### src/rtl/uart_str_tx_if.sv
// Trigger/status/serial-line bundle for uart_str_tx.
// The master drives the trigger strobe and the slave (the transmitter) drives the status and tx line.
interface uart_str_tx_if;
   logic trigger;
   logic busy;
   logic done;
   logic tx;

   modport master (output trigger, input busy, input done, input tx);
   modport slave  (input trigger, output busy, output done, output tx);
endinterface

### src/rtl/uart_str_tx.sv
// Fixed-message UART transmitter: one trigger sends msg LSB-first as 8N1/8N2 frames.
// Define UART_STR_TX_CRLF_EN to append 0x0D 0x0A after the last msg byte.
module uart_str_tx #(
   parameter int unsigned           sys_clk_freq = 50_000_000,
   parameter int unsigned           baudrate     = 115200,
   parameter int unsigned           msg_len      = 1,
   parameter logic [8*msg_len-1:0]  msg          = 8'h61,
   parameter int unsigned           stop_bits    = 1
) (
   input  logic         sclk,
   input  logic         nrst,
   uart_str_tx_if.slave bus
);

   localparam int unsigned BitCyc = sys_clk_freq / baudrate;
   localparam int unsigned BaudW  = $clog2(BitCyc);
`ifdef UART_STR_TX_CRLF_EN
   localparam int unsigned NumBytes = msg_len + 2;
`else
   localparam int unsigned NumBytes = msg_len;
`endif

   typedef enum logic [1:0] {StIdle, StStart, StData, StStop} state_e;

   state_e           state_q, state_d;
   logic [BaudW-1:0] baud_q, baud_d;
   logic [2:0]       bit_q, bit_d;
   logic [7:0]       idx_q, idx_d;
   logic [7:0]       shift_q, shift_d;
   logic             tx_q, tx_d;
   logic             busy_q, busy_d;
   logic             done_q, done_d;
   logic             baud_last;

   // Byte idx of the transmitted stream; msg is sent most-significant byte first.
   function automatic logic [7:0] byte_at(input logic [7:0] idx);
      logic [8*msg_len-1:0] sh;
      sh      = msg << {idx, 3'b000};
      byte_at = sh[8*msg_len-1 -: 8];
`ifdef UART_STR_TX_CRLF_EN
      if (idx == 8'(msg_len)) begin
         byte_at = 8'h0D;
      end else if (idx == 8'(msg_len + 1)) begin
         byte_at = 8'h0A;
      end
`endif
   endfunction

   assign baud_last = (baud_q == BaudW'(BitCyc - 1));

   always_comb begin
      state_d = state_q;
      baud_d  = baud_q;
      bit_d   = bit_q;
      idx_d   = idx_q;
      shift_d = shift_q;
      done_d  = 1'b0;
      unique case (state_q)
         StIdle: begin
            if (bus.trigger) begin
               state_d = StStart;
               idx_d   = '0;
               shift_d = byte_at(8'd0);
               baud_d  = '0;
               bit_d   = '0;
            end
         end
         StStart: begin
            if (baud_last) begin
               baud_d  = '0;
               bit_d   = '0;
               state_d = StData;
            end else begin
               baud_d = baud_q + 1'b1;
            end
         end
         StData: begin
            if (baud_last) begin
               baud_d  = '0;
               shift_d = shift_q >> 1;
               bit_d   = bit_q + 1'b1;  // wraps to 0 for the stop-bit count
               if (bit_q == 3'd7) begin
                  state_d = StStop;
               end
            end else begin
               baud_d = baud_q + 1'b1;
            end
         end
         StStop: begin
            if (baud_last) begin
               baud_d = '0;
               if (bit_q == 3'(stop_bits - 1)) begin
                  bit_d = '0;
                  if (idx_q == 8'(NumBytes - 1)) begin
                     state_d = StIdle;
                     done_d  = 1'b1;
                  end else begin
                     idx_d   = idx_q + 8'd1;
                     shift_d = byte_at(idx_q + 8'd1);
                     state_d = StStart;
                  end
               end else begin
                  bit_d = bit_q + 1'b1;
               end
            end else begin
               baud_d = baud_q + 1'b1;
            end
         end
         default: state_d = StIdle;
      endcase
   end

   // Outputs are registered from the next state so tx/busy change on the accepting edge.
   always_comb begin
      tx_d   = 1'b1;
      busy_d = (state_d != StIdle);
      unique case (state_d)
         StStart: tx_d = 1'b0;
         StData:  tx_d = shift_d[0];
         default: tx_d = 1'b1;
      endcase
   end

   always_ff @(posedge sclk or negedge nrst) begin
      if (!nrst) begin
         state_q <= StIdle;
         baud_q  <= '0;
         bit_q   <= '0;
         idx_q   <= '0;
         shift_q <= '0;
         tx_q    <= 1'b1;
         busy_q  <= 1'b0;
         done_q  <= 1'b0;
      end else begin
         state_q <= state_d;
         baud_q  <= baud_d;
         bit_q   <= bit_d;
         idx_q   <= idx_d;
         shift_q <= shift_d;
         tx_q    <= tx_d;
         busy_q  <= busy_d;
         done_q  <= done_d;
      end
   end

   assign bus.tx   = tx_q;
   assign bus.busy = busy_q;
   assign bus.done = done_q;

endmodule
### src/flat_wrapper.sv
// flat-port wrapper written by rule: the top's interface ports become plain ports
module uart_str_tx_flat 
#(
   parameter int unsigned           sys_clk_freq = 50_000_000,
   parameter int unsigned           baudrate     = 115200,
   parameter int unsigned           msg_len      = 1,
   parameter logic [8*msg_len-1:0]  msg          = 8'h61,
   parameter int unsigned           stop_bits    = 1
)
  (sclk, nrst, bus_trigger, bus_busy, bus_done, bus_tx);
  uart_str_tx_if bus_i ();
  input  logic sclk;
  input  logic nrst;
  input wire logic [$bits(bus_i.trigger)-1:0] bus_trigger;
  output wire logic [$bits(bus_i.busy)-1:0] bus_busy;
  output wire logic [$bits(bus_i.done)-1:0] bus_done;
  output wire logic [$bits(bus_i.tx)-1:0] bus_tx;
  assign bus_i.trigger = bus_trigger;
  assign bus_busy = bus_i.busy;
  assign bus_done = bus_i.done;
  assign bus_tx = bus_i.tx;
  uart_str_tx #(.sys_clk_freq(sys_clk_freq), .baudrate(baudrate), .msg_len(msg_len), .msg(msg), .stop_bits(stop_bits)) u_core (.sclk(sclk), .nrst(nrst), .bus(bus_i));
endmodule
### config.mk
export PLATFORM = sky130hd
export DESIGN_NAME = uart_str_tx_flat
export DESIGN_NICKNAME = d
export VERILOG_FILES = /design/src/rtl/uart_str_tx_if.sv /design/src/rtl/uart_str_tx.sv /design/src/flat_wrapper.sv
export SDC_FILE = /design/constraint.sdc
export NUM_CORES = 1
export LEC_CHECK = 0
export CAP_MARGIN = 20
export CORE_MARGIN = 1
export CORE_UTILIZATION = 35
export DETAILED_ROUTE_END_ITERATION = 6
export PLACE_DENSITY = 0.49
export SYNTH_ARGS = -nofsm -noshare
export SYNTH_HDL_FRONTEND = slang
export SYNTH_SLANG_ARGS = --single-unit
### constraint.sdc
create_clock -name sclk -period 2.44 [get_ports sclk]
set_input_delay 0.488 -clock sclk [delete_from_list [all_inputs] [get_ports sclk]]
set_output_delay 0.488 -clock sclk [all_outputs]
set_load 0.05 [all_outputs]
**After elaboration in Yosys (flattened, before gate mapping)**

Index checks and enable logic that the tools add are counted.

- Flip-flop bits (word level): 33
- Word-level logic and storage cells: 69

- $add $sub $neg: 3
- Equality and inequality tests: 13
- Shift operators: 1
- Multiplexer cells: 33
- Reductions and logical operators: 10

Operators with widths:

| cell | count |
|---|---|
| two-way mux 8 bit | 9 |
| case mux 8 bit (3 select lines) | 1 |
| two-way mux 9 bit | 2 |
| case mux 9 bit (2 select lines) | 1 |
| case mux 8 bit (2 select lines) | 1 |
| two-way mux 3 bit | 5 |
| two-way mux 2 bit | 6 |
| case mux 3 bit (4 select lines) | 1 |
| left shift 7 x 11 -> 8 bit, first input constant | 1 |
| adder 9 x 1 -> 9 bit, second input constant | 1 |
| == test 9 bit, second input constant | 1 |
| adder 8 x 1 -> 8 bit, second input constant | 1 |
| zero test 8 bit | 1 |
| != test 2 x 1 -> 1 bit, second input constant | 4 |
| case mux 2 bit (4 select lines) | 1 |
| == test 2 bit, second input constant | 3 |
| AND reduction 6 bit | 1 |
| two-way mux 1 bit | 5 |
| AND reduction 5 bit | 1 |
| == test 2 x 1 -> 1 bit, second input constant | 2 |
| != test 2 bit, second input constant | 2 |
| AND reduction 4 bit | 1 |
| nonzero test 2 bit | 2 |
| adder 3 x 1 -> 3 bit, second input constant | 1 |
| other kinds (6) | 6 |

**Depth between registers and ports, before layout**

Gate-level depths: netlist of the first run.

- Word-level depth: 7
- Mapped depth: 9

**Least setup slack after synthesis of the first run**

OpenSTA, ideal clock, no wires.

- Path type: register to register
- Start: reg u_core.baud_q[1]
- End: reg u_core.idx_q[2]
- Library setup time: 92 ps
- Data arrival time: 1869 ps
- Data required time: 2348 ps
- Path slack: 479 ps
- Stages on the path, launching flop included: 9
- Clock period less this slack: 1961 ps
- Cells stage by stage: dfrtp_1 > inv_1 > ha_1 > nand4b_1 > or4_1 > buf_2 > or2_1 > buf_6 > o31ai_2

- Longest elaborated chain between the ends: 3

RTL lines:

| element | line | text |
|---|---|---|
| start: declaration | uart_str_tx.sv:26 | `logic [BaudW-1:0] baud_q, baud_d;` |
| start signal: assignment | uart_str_tx.sv:136 | `baud_q <= baud_d;` |
| == test 9 bit | uart_str_tx.sv:49 | `assign baud_last = (baud_q == BaudW'(BitCyc - 1));` |
| != test 2 x 1 -> 1 bit (no line) | - |  |
| AND reduction 5 bit (no line) | - |  |
| end signal: assignment | uart_str_tx.sv:138 | `idx_q <= idx_d;` |
| end: declaration | uart_str_tx.sv:28 | `logic [7:0] idx_q, idx_d;` |

Every way passes these cells.
A chain may end at the register's enable or synchronous reset.

**Final worst setup path of the first run**

- Start: reg u_core.baud_q[1]
- End: reg u_core.idx_q[4]

The elaborated chain is that of the path after synthesis.

==> flow_metrics.tcl, run 1 <==
set metrics [dict create \
    yosys_register_bits 32 \
    cp_slowest_stage_delay_ps 680 \
    worstSetupPathType "reg -> reg" \
    worstReg2RegStart "u_core.baud_q[1]$_DFFE_PN0N_" \
    yosysTopAreaCellShare 0.4282 \
    period_minus_slack_ps 2246 \
    dr_total_vias 1489 \
    dp.final_hpwl_um 2678 \
    drcViolationCount 0 \
    cp_max_fo 11 \
    clock_tree.root_cell "sky130_fd_sc_hd__clkbuf_8" \
    final_hold_violation_count 0 \
    worstHoldStart "u_core.shift_q[6]$_DFFE_PN0P_" \
    synth_edf_count 0 \
    h-tree-depth 2 \
    timing.max_cap.violations 0 \
    global_route.usage.met1 0.2099 \
    outcome "finished clean" \
    core_region_area_um2 4848 \
    synth_warnings 0 \
    floorplan.die.width_um 73.95 \
    yosys.cell_count.top_type "sky130_fd_sc_hd__dfrtp_1" \
    max_freq_mhz 445.3 \
    critPathTopFamily "simple AND/OR/NAND/NOR gates" \
    relative_slew_margins 0.5330 \
    wire_per_inst_um 13.68 \
    synth-xor-area-share 0.01934 \
    grt_pass1_wl_um 6472 \
    critical_path.startpoint "u_core.baud_q[1]$_DFFE_PN0N_" \
    synth_common_cells "sky130_fd_sc_hd__dfrtp_1 (31), sky130_fd_sc_hd__o21ai_0 (20), sky130_fd_sc_hd__nand2_1 (18)" \
    unrepaired_setup_endpoints_after_global_routing "false" \
    postCtsResizedCells 0 \
    post_synthesis_to_final_layout_area_growth_pct 14.50 \
    holdCritPathClass "reg -> reg" \
    post_synth_main_area_contributors "sky130_fd_sc_hd__dfrtp_1 (43%), sky130_fd_sc_hd__o21ai_0 (5.5%), sky130_fd_sc_hd__ha_1 (4.8%)" \
    synth_compound_area_frac 0.2058 \
    tritoncts_num_sinks 32 \
    power.density_nw_per_um2 674.4 \
    ys.flop_type "sky130_fd_sc_hd__dfrtp_1" \
    clock-skew-final_ps 7.749 \
    synth.area.mux_share 0.006215 \
    syn-num-nets 208 \
    critical_path_required_ps 2650 \
    crit_chain "inv_1, ha_1, nand4b_1, or4_1, or2_1, nand2b_1, o21ai_1" \
    hold_ws_ps 483.2 \
    gr-max-usage-layer "met2" \
    asyncSetResetFlopFracSynth 1.000 \
    clkLatencyLatePin_ps 280 \
    grt.overflow.total 0 \
    worst_ir_drop_vdd_v 0.0003158 \
    nNetsFinal 218 \
    finalSetupTns_ps 0 \
    initial_cell_density_of_the_core 0.3737 \
    port_buffers 5 \
    post_synth_num_cell_types 44 \
    cpMaxStageDelayCell "sky130_fd_sc_hd__or4_1" \
    drive_above_1_share 0.09569 \
    drtPass1Iterations 4 \
    timing.final.setup_violations 0 \
    clock_pin_slew_on_the_worst_setup_and_hold_paths_ps 70 \
    ctsLongestPathBuffers 2 \
    design.portCount 6 \
    placement_rows 25 \
    cp_num_buf_inv 1 \
    antenna_violating_nets_post_route 0 \
    post_synth_instance_area_um2 1812 \
    min_period_over_period 0.9204 \
    drt_iter0_drc 86 \
    globalRouteTotalUtil 0.1571 \
    detail_route.vias_per_cell 5.395 \
    grt_max_degree 33 \
    gr-usage-met3 0.04201 \
    totalWireLength_um 3775 \
    first_global_vias 1386 \
    syn_avg_cell_area_um2 9.150 \
    synth-seq-area-share 0.4427 \
    tightest_slew_ps 693.1 \
    simple_gate_share_of_the_synthesized_area 0.2376 \
    yosys.area.top_type "sky130_fd_sc_hd__dfrtp_1" \
    global_route.usage.met2 0.2434 \
    layout.filler_cells 458 \
    maxSlewViolCount 0 \
    syn-instance-count 198 \
    dieHeight_um 73.95 \
    antenna_found_initial 0 \
    p_leak_nw 0.8590 \
    cts_post_setup_buffers_inserted 0 \
    die-area_um2 5468 \
    cts-buffers-inserted 5 \
    hold_bufs_at_cts 0 \
    start_kind "flop" \
    endpoint_kind "flop" \
    worstPathArrival_ps 2460 \
    antenna_cells_inserted 0 \
    cts_tree "yes" \
    synth-adder-area-share 0.04834 \
    combinational_family_with_the_most_area_after_synthesis "simple AND/OR/NAND/NOR gates" \
    place.gp.congestion 0.8669 \
]
[power breakdown]
part / switching [mW] / internal, mW / total (mW)
sequential: 0.0671 / 0.589 / 0.656
combinational: 0.106 / 0.0840 / 0.190
clock: 0.193 / 0.360 / 0.553
[worst paths after layout]
path / end / slack [ps] / cells after the start
min in group asynchronous: u_core.idx_q[0]$_DFFE_PN0P_ / 600 / 2
setup / recovery: u_core.idx_q[4]$_DFFE_PN0P_ / 190 / 7
hold / removal: u_core.shift_q[6]$_DFFE_PN0P_ / 480 / 1
max in group asynchronous: u_core.bus.tx$_DFF_PN1_ / 1520 / 2
hold reg to reg: u_core.shift_q[6]$_DFFE_PN0P_ / 480 / 1
setup reg to reg: u_core.idx_q[4]$_DFFE_PN0P_ / 190 / 7
[per-stage QoR]
step | std cells | worst slack [ps] | power, mW | util | area (um^2)
2_1_floorplan | 198 | 479.4 | 0.7871 | - | 1812
3_3_place_gp | 268 | 271.8 | 0.8531 | 0.4018 | 1948
3_5_place_dp | 268 | 192.9 | 0.8569 | 0.4018 | 1948
4_1_cts | 276 | 177.3 | 1.422 | 0.4279 | 2074
5_1_grt | 276 | 55.88 | 1.479 | 0.4279 | 2074
6_report | 276 | 194.3 | 1.399 | 0.4279 | 2074
[layout make-up]
| type | instances | area (um^2) | share of cell area |
|---|---|---|---|
| clock buffers | 7 | 96.34 | 0.04644 |
| clock inverters | 1 | 30.03 | 0.01448 |
| inverters | 10 | 37.54 | 0.01809 |
| multi-input cells | 149 | 937.1 | 0.4517 |
| flip-flops and latches | 32 | 802.0 | 0.3866 |
| well taps | 67 | 83.83 | 0.04041 |
| repair buffers | 10 | 87.58 | 0.04222 |
[state kept, by name, indices dropped and copies added, names as in the netlist]
name,count
u_core.baud_q,9
u_core.bus.tx,1
u_core.idx_q,8
u_core.state_q,2
u_core.bus.busy,1
u_core.bit_q,3
u_core.bus.done,1
u_core.shift_q,7
[cells in the final DEF, fill, tap and decap left out, drive strengths merged, types with 2 or more instances in the layout]
master         count
dfrtp             31
o21ai             30
nand2             18
nand3             16
nor2              11
inv               10
nor3               9
and3               8
ha                 7
clkbuf             7
clkdlybuf4s50      5
buf                5
a211oi             5
a31oi              4
a22o               4
xor2               4
o31ai              4
nand2b             3
or2                3
and4b              2
nand3b             2
a21o               2
[worst register-to-register path, stage by stage, from the launching register on]
cell and delay, ps:
sky130_fd_sc_hd__dfrtp_1 420, sky130_fd_sc_hd__inv_1 70, sky130_fd_sc_hd__ha_1 150, sky130_fd_sc_hd__nand4b_1 140, sky130_fd_sc_hd__or4_1 680, sky130_fd_sc_hd__or2_1 410, sky130_fd_sc_hd__nand2b_1 200, sky130_fd_sc_hd__o21ai_1 110
[logic make-up (layout without fill, tap and decap cells)]
logic type,after synthesis,in the layout
AO/OA/AOI/OAI,56,56
XOR/XNOR,4,4
adder cells (fa/ha/maj),7,7
buffers and inverters,17,28
flip-flops,32,32
multiplexers,1,1
AND/OR/NAND/NOR,81,81
[routing by layer]
layer / wire [um] / part of all wire
met4: 56 / 0.015
met1: 1880 / 0.50
met5: 0 / 0
met2: 1677 / 0.44
met3: 160 / 0.042
Note: power is estimated with default switching activity, not from simulation.
==> inputs of run 2 (changes only) <==
- PLACE_DENSITY: 0.49 -> default
- RECOVER_POWER: default -> 25
- TNS_END_PERCENT: default -> 50
==> run 2 against run 1 <==
  * Clock power is 23% lower
  * Largest power group unchanged
  * Critical path depth stayed put
  * Global-route usage hardly changed
  * Via count hardly changed
  * Critical path type unchanged
  * Sequential power hardly changed
==> flow_metrics.tcl, run 2 (synthesis results as in run 1) <==
set metrics [dict create \
    start_kind "flop" \
    tightest_slew_ps 803.2 \
    unrepaired_setup_endpoints_after_global_routing "false" \
    worst_ir_drop_vdd_v 0.0002443 \
    grt_pass1_wl_um 6451 \
    globalRouteTotalUtil 0.1574 \
    biggestRegsByFlops "u_core.baud_q (9), u_core.idx_q (8), u_core.shift_q (7)" \
    maxSlewViolCount 0 \
    cp_slowest_stage_delay_ps 670 \
    clock-skew-final_ps 5.162 \
    worstPathArrival_ps 2470 \
    core_region_area_um2 4848 \
    place.gp.congestion 0.7745 \
    cp_num_buf_inv 1 \
    dieHeight_um 73.95 \
    regToRegEndpoint "u_core.idx_q[4]$_DFFE_PN0P_" \
    grt.overflow.total 0 \
    drt_iter0_drc 115 \
    timing.final.setup_violations 0 \
    largest_register_ffs 9 \
    dr_total_vias 1488 \
    cts-buffers-inserted 5 \
    depth_of_the_worst_hold_timing_path 1 \
    detail_route.vias_per_cell 5.391 \
    cp_max_fo 11 \
    design.portCount 6 \
    tritoncts_num_sinks 32 \
    first_global_vias 1419 \
    global_route.usage.met2 0.2333 \
    antenna_found_initial 0 \
    relative_slew_margins 0.4645 \
    layoutNonFillerInstCount 276 \
    antenna_cells_inserted 0 \
    endpoint_kind "flop" \
    cts_post_setup_buffers_inserted 0 \
    layout.cells.most_common_list "sky130_fd_sc_hd__dfrtp_1 (31), sky130_fd_sc_hd__o21ai_0 (20), sky130_fd_sc_hd__nand2_1 (18)" \
    totalWireLength_um 3662 \
    post_synthesis_to_final_layout_area_growth_pct 12.50 \
    holdCritPathClass "reg -> reg" \
    critPathTopFamily "simple AND/OR/NAND/NOR gates" \
    drive_above_1_share 0.09569 \
    depth_of_the_worst_register_to_register_path 7 \
    largest_register_by_flop_count "u_core.baud_q" \
    numPlacedInstances 268 \
    final_hold_violation_count 0 \
    global_route.usage.met1 0.2108 \
    finalSetupTns_ps 0 \
    period_minus_slack_ps 2248 \
    initial_cell_density_of_the_core 0.3737 \
    worstHoldStart "u_core.shift_q[6]$_DFFE_PN0P_" \
    placement_rows 25 \
    clkLatencyLatePin_ps 290 \
    max_freq_mhz 444.8 \
    critical_path_required_ps 2660 \
    r2r_setup_slack_ps 190 \
    die-area_um2 5468 \
    grt_max_degree 33 \
    nNetsFinal 218 \
    min_period_over_period 0.9215 \
    worstSetupPathType "reg -> reg" \
    worstReg2RegStart "u_core.baud_q[1]$_DFFE_PN0N_" \
    min_to "u_core.shift_q[6]$_DFFE_PN0P_" \
    clock_pin_slew_on_the_worst_setup_and_hold_paths_ps 70 \
    p_leak_nw 0.8451 \
    cpMaxStageDelayCell "sky130_fd_sc_hd__or4_1" \
    h-tree-depth 2 \
    antenna_violating_nets_post_route 0 \
    wire_per_inst_um 13.27 \
    drtPass1Iterations 4 \
    hold_bufs_at_cts 0 \
    timing.max_cap.violations 0 \
    power.density_nw_per_um2 624.4 \
    cts_tree "yes" \
    outcome "finished clean" \
    clock_tree.root_cell "sky130_fd_sc_hd__clkbuf_8" \
    crit_chain "inv_1, ha_1, nand4b_1, or4_1, or2_1, nand2b_1, o21ai_1" \
    most_frequent_standard_cell_in_the_layout_excluding_fill_and_tap_cells "sky130_fd_sc_hd__dfrtp_1" \
    gr-usage-met3 0.05691 \
    port_buffers 5 \
    floorplan.die.width_um 73.95 \
    dp.final_hpwl_um 2580 \
    postCtsResizedCells 0 \
    drcViolationCount 0 \
    gr-max-usage-layer "met2" \
    ctsLongestPathBuffers 2 \
]
run 2: changes by cell type in the layout (fill, tap and decap cells not counted), sizes merged:
cell / before / now
clkinv: 0 / 2
buf: 5 / 4
clkdlybuf4s50: 5 / 4
bufinv: 1 / 0
dlygate4sd3: 0 / 1
run 2: area by class of cell:
cell class / count / area [um^2]
Clock buffer: 6 / 82.58
Clock inverter: 2 / 10.01
Timing Repair Buffer: 10 / 85.08
Multi-Input combinational cell: 149 / 937.1
Sequential cell: 32 / 802.0
Inverter: 10 / 37.54
Tap cell: 67 / 83.83
Fill cell: 491 / 2810
run 2: worst max path at each step:
stage / start / end / slack (ps) / cells after the start
floorplan: u_core.baud_q[1]$_DFFE_PN0N_ / u_core.idx_q[2]$_DFFE_PN0P_ / 480 / 8
global placement: u_core.baud_q[1]$_DFFE_PN0N_ / u_core.idx_q[4]$_DFFE_PN0P_ / 240 / 7
detailed placement: u_core.baud_q[1]$_DFFE_PN0N_ / u_core.idx_q[4]$_DFFE_PN0P_ / 190 / 7
CTS: u_core.baud_q[1]$_DFFE_PN0N_ / u_core.idx_q[4]$_DFFE_PN0P_ / 170 / 7
global route: u_core.baud_q[1]$_DFFE_PN0N_ / u_core.idx_q[4]$_DFFE_PN0P_ / 20 / 7
finish: u_core.baud_q[1]$_DFFE_PN0N_ / u_core.idx_q[4]$_DFFE_PN0P_ / 190 / 7
run 2: per-layer routing:
metal  vias up  wire length [um]
li1        741                 -
met1       724              1895
met2        17              1595
met3         6               118
met4         0                52
met5         -                 0
run 2: metrics by stage:
stage	setup slack, ps	area [um^2]	hold WS, ps	utilization	power [mW]
after CTS	170.3	2041	484.7	0.4209	1.285
after global placement	243.7	1948	459.1	0.4018	0.8536
after global routing	18.43	2038	502.5	0.4204	1.350
after detailed placement	192.8	1948	468.7	0.4018	0.8561
final	191.6	2038	485.7	0.4204	1.273
after floorplan	479.4	1812	192.4	-	0.7871
run 2: where the power goes:
| part | switching [mW] | internal (mW) |
|---|---|---|
| logic | 0.108 | 0.0830 |
| registers | 0.0650 | 0.589 |
| clock network | 0.202 | 0.225 |
| total | 0.376 | 0.897 |
==> inputs of run 3 (changes only) <==
- CAP_MARGIN: 20 -> 15
- CORE_UTILIZATION: 35 -> 40
==> run 3 against run 2 <==
  * Global-route usage up 2.0 points
  * Routed wire length up 4.8%
  * Cell area down 1.7%
  * Critical path depth unchanged
  * Maximum frequency up 1.6%
  * Final cell count down 5.8%
  * Critical endpoint is now u_core.bus.tx$_DFF_PN1_
  * Combinational power about the same
  * Worst hold slack worse by 5.0 ps
  * Non-clock buffer count down 1
  * Die area down 12%
  * Sequential share of layout area up 0.69 points
==> flow_metrics.tcl, run 3 (synthesis results as in run 1) <==
set metrics [dict create \
    postCtsResizedCells 0 \
    drt_iter0_drc 100 \
    worst_ir_drop_vdd_v 0.0003709 \
    unrepaired_setup_endpoints_after_global_routing "false" \
    holdCritPathClass "reg -> reg" \
    regToRegEndpoint "u_core.bus.tx$_DFF_PN1_" \
    worstSetupPathType "reg -> reg" \
    drtPass1Iterations 4 \
    dp.final_hpwl_um 2776 \
    core_region_area_um2 4354 \
    grt.overflow.total 0 \
    most_frequent_standard_cell_in_the_layout_excluding_fill_and_tap_cells "sky130_fd_sc_hd__dfrtp_1" \
    timing.max_cap.violations 0 \
    power.density_nw_per_um2 619.2 \
    nNetsFinal 217 \
    clock_tree.root_cell "sky130_fd_sc_hd__clkbuf_8" \
    tightest_slew_ps 792.6 \
    tritoncts_num_sinks 32 \
    post-route-worst-setup-slack_ps 227.5 \
    clock-skew-final_ps 8.852 \
    relative_slew_margins 0.4716 \
    post_synthesis_to_final_layout_area_growth_pct 10.57 \
    worstReg2RegStart "u_core.baud_q[1]$_DFFE_PN0N_" \
    grt_pass1_wl_um 6775 \
    antenna_violating_nets_post_route 0 \
    min_period_over_period 0.9067 \
    layout.cells.most_common_list "sky130_fd_sc_hd__dfrtp_1 (31), sky130_fd_sc_hd__o21ai_0 (20), sky130_fd_sc_hd__nand2_1 (18)" \
    outcome "finished clean" \
    final_hold_violation_count 0 \
    globalRouteTotalUtil 0.1775 \
    design.portCount 6 \
    hold_bufs_at_cts 0 \
    p_leak_nw 0.8325 \
    biggestRegsByFlops "u_core.baud_q (9), u_core.idx_q (8), u_core.shift_q (7)" \
    cts-buffers-inserted 5 \
    clock_pin_slew_on_the_worst_setup_and_hold_paths_ps 70 \
    cp_max_fo 7 \
    drcViolationCount 0 \
    dr_total_vias 1514 \
    r2r_setup_slack_ps 230 \
    ctsLongestPathBuffers 2 \
    place.gp.congestion 0.8282 \
    grt_max_degree 33 \
    die-area_um2 4802 \
    worstHoldStart "u_core.shift_q[6]$_DFFE_PN0P_" \
    critical_path_required_ps 2640 \
    max_freq_mhz 452.0 \
    min_to "u_core.shift_q[6]$_DFFE_PN0P_" \
    antenna_found_initial 0 \
    start_kind "flop" \
    worstPathArrival_ps 2420 \
    clkLatencyLatePin_ps 290 \
    floorplan.die.width_um 69.30 \
    first_global_vias 1476 \
    cts_tree "yes" \
    h-tree-depth 2 \
    pre_cts_slack_ps 169.5 \
    depth_of_the_worst_register_to_register_path 7 \
    timing.final.setup_violations 0 \
    drive_above_1_share 0.08654 \
    antenna_cells_inserted 0 \
    initial_cell_density_of_the_core 0.4161 \
    finalSetupTns_ps 0 \
    cts_post_setup_buffers_inserted 0 \
    depth_of_the_worst_hold_timing_path 1 \
    endpoint_kind "flop" \
    period_minus_slack_ps 2212 \
    detail_route.vias_per_cell 5.823 \
    dieHeight_um 69.30 \
    maxSlewViolCount 0 \
    totalWireLength_um 3836 \
    largest_register_by_flop_count "u_core.baud_q" \
    wire_per_inst_um 14.75 \
    largest_register_ffs 9 \
    placement_rows 24 \
    port_buffers 5 \
]
run 3: changes by cell type in the layout (fill, tap and decap cells not counted):
cell	delta
sky130_fd_sc_hd__clkinv_2	-1
sky130_fd_sc_hd__or2_4	+1
sky130_fd_sc_hd__clkbuf_1	+2
sky130_fd_sc_hd__clkbuf_8	-1
sky130_fd_sc_hd__buf_4	-1
sky130_fd_sc_hd__or2_1	-1
run 3: stage by stage:
stage | utilization | area [um^2] | total power, mW | hold slack, ps | cells
floorplan | - | 1812 | 0.7871 | 192.4 | 198
global placement | 0.4414 | 1922 | 0.8484 | 461.2 | 252
detailed placement | 0.4414 | 1922 | 0.8615 | 472.5 | 252
CTS | 0.4601 | 2003 | 1.261 | 486.9 | 260
global route | 0.4601 | 2003 | 1.319 | 504.4 | 260
finish | 0.4601 | 2003 | 1.240 | 480.7 | 260
run 3: final cells by class:
| type | instances | area [um^2] |
|---|---|---|
| Tap cell | 52 | 65.06 |
| Clock buffer | 7 | 76.32 |
| Inverter | 10 | 37.54 |
| Timing Repair Buffer | 9 | 77.57 |
| Sequential cell | 32 | 802.0 |
| Fill cell | 437 | 2351 |
| Clock inverter | 1 | 5.005 |
| Multi-Input combinational cell | 149 | 939.7 |
run 3: worst max-delay path by stage:
stage / from / endpoint / slack [ps] / cells after the start
finish: u_core.baud_q[1]$_DFFE_PN0N_ / u_core.bus.tx$_DFF_PN1_ / 230 / 7
global route: u_core.baud_q[1]$_DFFE_PN0N_ / u_core.bus.tx$_DFF_PN1_ / 40 / 7
CTS: u_core.baud_q[1]$_DFFE_PN0N_ / u_core.idx_q[4]$_DFFE_PN0P_ / 150 / 7
detailed placement: u_core.baud_q[1]$_DFFE_PN0N_ / u_core.idx_q[4]$_DFFE_PN0P_ / 170 / 7
global placement: u_core.baud_q[1]$_DFFE_PN0N_ / u_core.idx_q[4]$_DFFE_PN0P_ / 280 / 7
floorplan: u_core.baud_q[1]$_DFFE_PN0N_ / u_core.idx_q[2]$_DFFE_PN0P_ / 480 / 8
run 3: worst max-delay path: stages, from the launching register on:
cell and delay, ps:
sky130_fd_sc_hd__dfrtp_1 430, sky130_fd_sc_hd__inv_1 70, sky130_fd_sc_hd__ha_1 150, sky130_fd_sc_hd__nand4b_1 140
sky130_fd_sc_hd__or4_1 680, sky130_fd_sc_hd__a211oi_2 290, sky130_fd_sc_hd__a211oi_1 140, sky130_fd_sc_hd__a211oi_2 220
run 3: per-layer routing:
layer	GRT usage	vias to the layer above	share of wire
met2	0.2740	26	0.47
met1	0.2306	739	0.48
li1	-	741	-
met5	0	-	0
met3	0.03779	8	0.031
met4	0.09977	0	0.024
run 3: power breakdown:
group	total, mW	leakage [nW]	switching, mW	internal, mW
clock	0.390	0.0422	0.190	0.200
sequential	0.657	0.418	0.0678	0.589
combinational	0.194	0.372	0.109	0.0845
total	1.24	0.833	0.367	0.873
